File: src/rtl/l2_cache.sv
// Direct-mapped, write-back, write-allocate L2 cache with 128-bit lines.
// Hits complete combinationally in IDLE; misses run a victim write-back and/or line fetch.
module l2_cache #(
    parameter int SET_BITS   = 4,
    parameter int NUM_OF_SET = 1 << SET_BITS,
    parameter int TAG_W      = 28 - SET_BITS
) (
    input  logic         clk,
    input  logic         proc_reset,
    input  logic         l1_read,
    input  logic         l1_write,
    input  logic [29:0]  l1_addr,
    input  logic [127:0] l1_wdata,
    output logic [127:0] l1_rdata,
    output logic         l1_ready,
    output logic         mem_read,
    output logic         mem_write,
    output logic [27:0]  mem_addr,
    output logic [127:0] mem_wdata,
    input  logic [127:0] mem_rdata,
    input  logic         mem_ready
);

    typedef enum logic [1:0] {IDLE, WB, ALLOC} state_t;

    state_t               state;
    logic [127:0]         data  [NUM_OF_SET];
    logic [TAG_W-1:0]     tags  [NUM_OF_SET];
    logic [NUM_OF_SET-1:0] valid;
    logic [NUM_OF_SET-1:0] dirty;

    // Miss context is latched so the memory transaction survives L1 request changes.
    logic [27:0]          miss_line;
    logic                 miss_rd;

    logic [SET_BITS-1:0]  idx;
    logic [TAG_W-1:0]     tag;
    logic                 rd;
    logic                 wr;
    logic                 hit;
    logic                 victim_dirty;
    logic [SET_BITS-1:0]  miss_idx;
    logic [TAG_W-1:0]     miss_tag;
    logic                 unused_bits;

    assign idx          = l1_addr[SET_BITS+1:2];
    assign tag          = l1_addr[29:SET_BITS+2];
    assign rd           = l1_read & ~l1_write;
    assign wr           = l1_write & ~l1_read;
    assign hit          = valid[idx] && (tags[idx] == tag);
    assign victim_dirty = valid[idx] & dirty[idx];
    assign miss_idx     = miss_line[SET_BITS-1:0];
    assign miss_tag     = miss_line[27:SET_BITS];
    assign unused_bits  = ^l1_addr[1:0];

    always_comb begin
        l1_ready = 1'b0;
        l1_rdata = '0;
        if (!proc_reset && state == IDLE) begin
            if (rd && hit) begin
                l1_ready = 1'b1;
                l1_rdata = data[idx];
            end else if (wr && (hit || !victim_dirty)) begin
                l1_ready = 1'b1;
            end
        end
    end

    always_ff @(posedge clk) begin
        if (proc_reset) begin
            state     <= IDLE;
            valid     <= '0;
            dirty     <= '0;
            mem_read  <= 1'b0;
            mem_write <= 1'b0;
            mem_addr  <= '0;
            mem_wdata <= '0;
            miss_line <= '0;
            miss_rd   <= 1'b0;
            for (int i = 0; i < NUM_OF_SET; i++) begin
                data[i] <= '0;
                tags[i] <= '0;
            end
        end else begin
            case (state)
                IDLE: begin
                    if (wr && (hit || !victim_dirty)) begin
                        data[idx]  <= l1_wdata;
                        tags[idx]  <= tag;
                        valid[idx] <= 1'b1;
                        dirty[idx] <= 1'b1;
                    end else if ((rd || wr) && !hit) begin
                        miss_line <= l1_addr[29:2];
                        miss_rd   <= rd;
                        if (victim_dirty) begin
                            state     <= WB;
                            mem_write <= 1'b1;
                            mem_addr  <= {tags[idx], idx};
                            mem_wdata <= data[idx];
                        end else begin
                            state    <= ALLOC;
                            mem_read <= 1'b1;
                            mem_addr <= l1_addr[29:2];
                        end
                    end
                end
                WB: begin
                    if (mem_ready) begin
                        mem_write       <= 1'b0;
                        mem_wdata       <= '0;
                        valid[miss_idx] <= 1'b0;
                        dirty[miss_idx] <= 1'b0;
                        if (miss_rd) begin
                            state    <= ALLOC;
                            mem_read <= 1'b1;
                            mem_addr <= miss_line;
                        end else begin
                            state    <= IDLE;
                            mem_addr <= '0;
                        end
                    end
                end
                ALLOC: begin
                    if (mem_ready) begin
                        data[miss_idx]  <= mem_rdata;
                        tags[miss_idx]  <= miss_tag;
                        valid[miss_idx] <= 1'b1;
                        dirty[miss_idx] <= 1'b0;
                        state           <= IDLE;
                        mem_read        <= 1'b0;
                        mem_addr        <= '0;
                    end
                end
                default: state <= IDLE;
            endcase
        end
    end

endmodule
File: config.mk
export PLATFORM = sky130hd
export DESIGN_NAME = l2_cache
export DESIGN_NICKNAME = d
export VERILOG_FILES = /design/src/rtl/l2_cache.sv
export SDC_FILE = /design/constraint.sdc
export NUM_CORES = 2
export LEC_CHECK = 0
export ABC_AREA = 1
export CAP_MARGIN = 20
export CORE_ASPECT_RATIO = 1.75
export CORE_UTILIZATION = 53
export CTS_CLUSTER_DIAMETER = 120
export DETAILED_ROUTE_END_ITERATION = 16
export PLACE_DENSITY = 0.72
export REMOVE_ABC_BUFFERS = 1
export SYNTH_ARGS = -nofsm -noshare
export SYNTH_HDL_FRONTEND = slang
export SYNTH_SLANG_ARGS = --single-unit
export TNS_END_PERCENT = 1
File: constraint.sdc
create_clock -name clk -period 12.52 [get_ports clk]
set_clock_uncertainty 0.2 [all_clocks]
set_input_delay 3.756 -clock clk [delete_from_list [all_inputs] [get_ports clk]]
set_output_delay 3.756 -clock clk [all_outputs]
set_load 0.01 [all_outputs]
# Word level (Yosys, flattened, before mapping)
# Memory sizes are Yosys's and may differ from the RTL's.
# Cells that the tools add are included.
[word_totals]
reg_bits = 221
latch_bits = 0
ram_bits = 2432
rom_bits = 0
word_cells = 138
n_memories = 2
[mem_list]
columns = ["name", "depth", "width", "read_ports", "rd_ports_with_merged_regs", "wr", "line", "rtl"]
rows = [
  ["data", 16, 128, 1, 0, 16, "27", "logic [127:0] data [NUM_OF_SET];"],
  ["tags", 16, 24, 1, 0, 16, "28", "logic [TAG_W-1:0] tags [NUM_OF_SET];"],
]
[classes]
addsub = 0
mul = 0
div_mod_pow = 0
order_cmp = 4
n_eq_ne = 12
n_shift = 0
muxes = 71
n_bitwise = 12
n_reduce_logical = 28
[ops]
columns = ["cell", "n"]
rows = [
  ["$mux 128", 8],
  ["$pmux 128 s2", 1],
  ["$reduce_or 128->1", 2],
  ["$mux 28", 6],
  ["$pmux 28 s3", 1],
  ["$mux 16", 5],
  ["$mux 24", 2],
  ["$or 16x16->16", 3],
  ["$pmux 16 s3", 1],
  ["$reduce_or 24->1", 2],
  ["$and 16x16->16", 2],
  ["$pmux 16 s2", 1],
  ["$mux 1", 29],
  ["$eq 24x24->1", 1],
  ["$mux 4", 4],
  ["$not 16->16", 1],
  ["$mux 2", 6],
  ["$ne 2x2->1 const B", 6],
  ["$lt 4x5->1 const B", 2],
  ["$reduce_and 5->1", 2],
  ["$bmux 1 s4", 2],
  ["$demux 1 s4", 2],
  ["$ge 4x1->1 const B", 2],
  ["$reduce_and 4->1", 2],
  ["other kinds (17)", 34],
]

# Logic depth before layout (Yosys ltp)
[logic_depth]
word_depth = 13
depth_mapped = 26

# Worst setup path after synthesis
# No wires, ideal clock.
[synth_timing]
path_kind = "input -> register"
start = "input port l1_addr[3]"
end = "memory data[13][0] (enable)"
arrival_time_ns = 9.326
path_slack_ns = 2.476
path_stages = 24
path_buffers = 6
path_cell_list = "buf_2 > inv_2 > nand2_2 > inv_2 > buf_6 > buf_4 > nand2_1 > nand3_1 > nand2_1 > nand2_1 > o21ai_1 > nand2_1 > nor2_1 > nand3_1 > nor2_1 > nand2_1 > nand2_1 > nand3_2 > nand2_4 > buf_8 > nand2_2 > buf_6 > buf_4 > nand2_1"
[synth_rtl]
columns = ["item", "line", "rtl"]
rows = [
  ["from (decl)", "12", "input logic [29:0] l1_addr,"],
  ["to (decl)", "27", ""],
]

# Final worst setup path
[layout_timing]
start = "input port l1_addr[4]"
end = "output port l1_rdata[2]"
[layout_via]
elab_chain_cells = 6
word_cells_on_any_way = 9
cone_classes = "eq/ne: 1; mux: 4; reduce/logical: 2; memory: 2"
[layout_rtl]
columns = ["item", "line", "rtl"]
rows = [
  ["$mem_v2 16x24 / $bmux 1 s4 (equally long branches)", "--", ""],
  ["$eq 24x24->1 / $mux 1 (equally long branches)", "50", "assign hit = valid[idx] && (tags[idx] == tag);"],
  ["$logic_and 1x1->1", "50", ""],
  ["$logic_and 1x1->1", "60", "if (rd && hit) begin"],
  ["$mux 128 *", "60", ""],
  ["$mux 128 *", "59", "if (!proc_reset && state == IDLE) begin"],
  ["to (decl)", "14", "output logic [127:0] l1_rdata,"],
]
# Every way passes the cells marked *; elsewhere a longest branch is shown, timed or not. The select of a mux whose other input is x is not followed.

==> qor.txt <==
outcome = completed
WP buf/inv = 5
Worst Setup Start Kind = input pin
WL final = 388,000 um
hold buffer count at CTS = 0
Post-DP HPWL = 199,000 um
clock-pin slew on the worst setup and hold paths = 0.06 ns
routability cong. = 0.969
die height = 617 um
Mapped Area = 0.115 mm2
clock root cell = clkbuf_16
delay of the slowest critical-path stage = 0.77 ns
Avg Cell Area, Syn = 10.5 um2
fraction of registers with async set/reset = 0%
leakage power = 49.0 nW
Worst slew margin = 17.5%
critical path class = in -> out
Max Fclk = 82.8 MHz
initial core utilization = 53.4%
internal power = 15.0 mW
Tcrit/Tclk final = 96.5%
slowest CP cell = nor2_2
Final min period = 12.08 ns
Core Rows = 225
RSZ-0062 raised after global routing = false
clock insertion delay at the later pin of the skew report = 0.91 ns
FILL cells = 16,800
Primary FF master, synth = edfxtp_1
Max clock buf depth = 4
Max IR drop VDD = 0.000152 V
gr usage total = 34.6%
multi-input logic area = 0.0332 mm2
Synth Warn # = 0
htree depth = 4
postcts setup bufs = 0
Mapped Cells = 10,900
TritonCTS Buffers = 233
Seq pwr share = 50.1%
crit-path most repeated cell = nand2_1
Post-CTS Resized = 0
IO buf count = 575
Comb power frac = 14.9%
distinct cell type count of the synthesized netlist = 35
Register Area = 0.0775 mm2
initial antenna violation count = 14
vias in the first global route = 89,600
P per Cell Area = 158 mW/mm2
clk sinks = 2,653
final setup vio count = 0
Fin Setup TNS = 0 ns
CTS tree = built
Final WS setup = 0.437 ns
first-pass GRT wire length = 563,000 um
ratio of cells with drive above 1 in the final layout = 6.93%
pre-CTS WS = 0.591 ns
crit-path leading delay family = simple AND/OR/NAND/NOR gates
core area = 0.215 mm2
Congestion Overflow GR = 0
Post-synth EDFFs = 2,432
Avg WL per Cell = 27.5 um
sequential-to-total area share from yosys stat = 67.5%
pin count of the biggest net entering global routing = 173
area grow syn2layout = 14.6%
clock share of power = 35.1%
Area after DPL = 0.124 mm2
Final Cell Area = 0.131 mm2
Die X = 354 um
Die ar. = 0.218 mm2
Data arrival, critical path = 8.13 ns
vias per inst = 6.46
Top Ports = 578
Hold Vio Cnt, Final = 0
critical path fanouts, max = 55
Critical Path Sink Type = primary output
worst-path cell chain = clkdlybuf4s50_1 > nor2_2 > buf_12 > nand2_1 > nand2_1 > nor2_1 > nand2_1 > nand2_1 > nor4_1 > and3_1 > nand4_1 > buf_12 > buf_4 > nor2_1 > clkdlybuf4s50_1
final net count = 11,400
Seq cells post-synth = 2,653
Max Slew Vio Count = 0
ANT nets after route = 0
max_cap viols = 0
switching portion of total power = 27.7%
iteration count of the initial detailed-routing pass = 6
DRC = 0
Worst Hold Class = reg -> reg
Slew @ Worst Pin = 1.24 ns
Iter 0 DRT Violations = 13,800
switching power = 5.75 mW
via count = 91,100
critical path required time = 8.56 ns
-- path summary, 6_finish.rpt --
path                                                 start                          to  slack, ns  cells past startpoint
worst min register to register  mem_wdata[95]$_SDFFE_PP0P_  mem_wdata[95]$_SDFFE_PP0P_       0.26                      2
worst max register to register      valid[12]$_SDFFE_PP0P_  data[13][51]$_SDFFCE_PN0P_       6.51                     13
worst min-delay path            mem_wdata[95]$_SDFFE_PP0P_  mem_wdata[95]$_SDFFE_PP0P_       0.26                      2
worst max-delay path                            l1_addr[4]                 l1_rdata[2]       0.44                     15
-- per-layer routing --
layer,GRT usage [%],routed length (um),up-vias
li1,-,-,38400
met5,0,129,-
met1,42.3,130000,43900
met4,18.6,22500,20
met2,58.1,186000,7321
met3,6.47,49000,1442
-- worst min-delay path, stage by stage (launching register included) --
cell,delay [ns]
dfxtp_1,0.31
nand2_1,0.06
a21oi_1,0.05
-- synthesized netlist by cell type, types with 18 or more instances --
master | instances | area share [%]
buf_2 | 174 | 0.76
edfxtp_1 | 2432 | 64
o21ai_1 | 42 | 0.18
clkbuf_1 | 731 | 2.4
buf_1 | 48 | 0.16
o21ai_0 | 119 | 0.52
a21oi_1 | 170 | 0.74
nand4_1 | 18 | 0.098
nand3_1 | 765 | 3.3
nor2_1 | 2903 | 9.5
o22ai_1 | 29 | 0.16
a31oi_1 | 512 | 2.8
a22oi_1 | 516 | 3.4
dfxtp_1 | 221 | 3.9
mux2i_1 | 128 | 1.1
nor4_1 | 130 | 0.71
nand2_1 | 1762 | 5.8
inv_1 | 84 | 0.27
-- placed cells by master (no fill, tap or decap), drive strengths merged --
cell type	count
nor4b	1
diode	8
clkbuf	314
nor3b	2
dfxtp	221
clkinv	71
a21oi	170
nand3	766
o22ai	29
nor3	16
clkdlybuf4s50	572
bufinv	19
ha	6
nor2	2912
nand4	18
and3	1
o211ai	4
inv	102
a221oi	1
a22oi	516
edfxtp	2432
nor4	130
o21ai	161
nand2	1776
buf	374
a31oi	512
mux2i	128
clkinvlp	8
-- power by group through the flow --
stage / logic, mW / registers [mW] / clock network [mW]
6_report: 3.08 / 10.4 / 7.27
5_1_grt: 3.24 / 10.4 / 7.60
4_1_cts: 2.98 / 10.4 / 7.28
3_5_place_dp: 2.97 / 10.6 / 0
3_3_place_gp: 2.90 / 10.5 / 0
2_1_floorplan: 1.57 / 10.6 / 0
-- state kept, by name, summed over array words and instances, names as in the netlist --
| register | count |
|---|---|
| data | 2048 |
| mem_write | 1 |
| dirty | 16 |
| miss_line | 28 |
| miss_rd | 1 |
| mem_addr | 28 |
| tags | 384 |
| mem_read | 1 |
| mem_wdata | 128 |
| state | 2 |
| valid | 16 |
-- cell families (layout without fill, tap and decap cells) --
logic type	count (synthesis)	in the layout	synth area share, %
AND/OR/NAND/NOR	5622	5622	19.7
AO/OA/AOI/OAI	1393	1393	7.81
other	0	8	0
adder cells (fa/ha/maj)	6	6	0.0654
multiplexers	128	128	1.12
buffers and inverters	1071	1460	3.80
flip-flops	2653	2653	67.5
-- per-stage QoR --
step	power, mW	utilization [%]	std cells	hold WS (ns)
detailed placement	13.5	57.5	13600	0.251
global route	21.3	61.2	14100	0.276
global placement	13.4	57.4	13600	0.248
floorplan	12.2	-	9897	0.258
finish	20.7	61.2	14100	0.260
CTS	20.6	61.0	14100	0.262
-- layout make-up --
class                      count  share of cell area, %
clock inverter               105                  0.807
tap                         2837                   2.70
inverter                      95                  0.291
multi-input combinational   7149                   25.3
timing repair buffer         946                   7.04
clock buffer                 314                   4.91
antenna                        8                 0.0152
sequential                  2653                   58.9
Note: power is estimated with default switching activity, not from simulation.
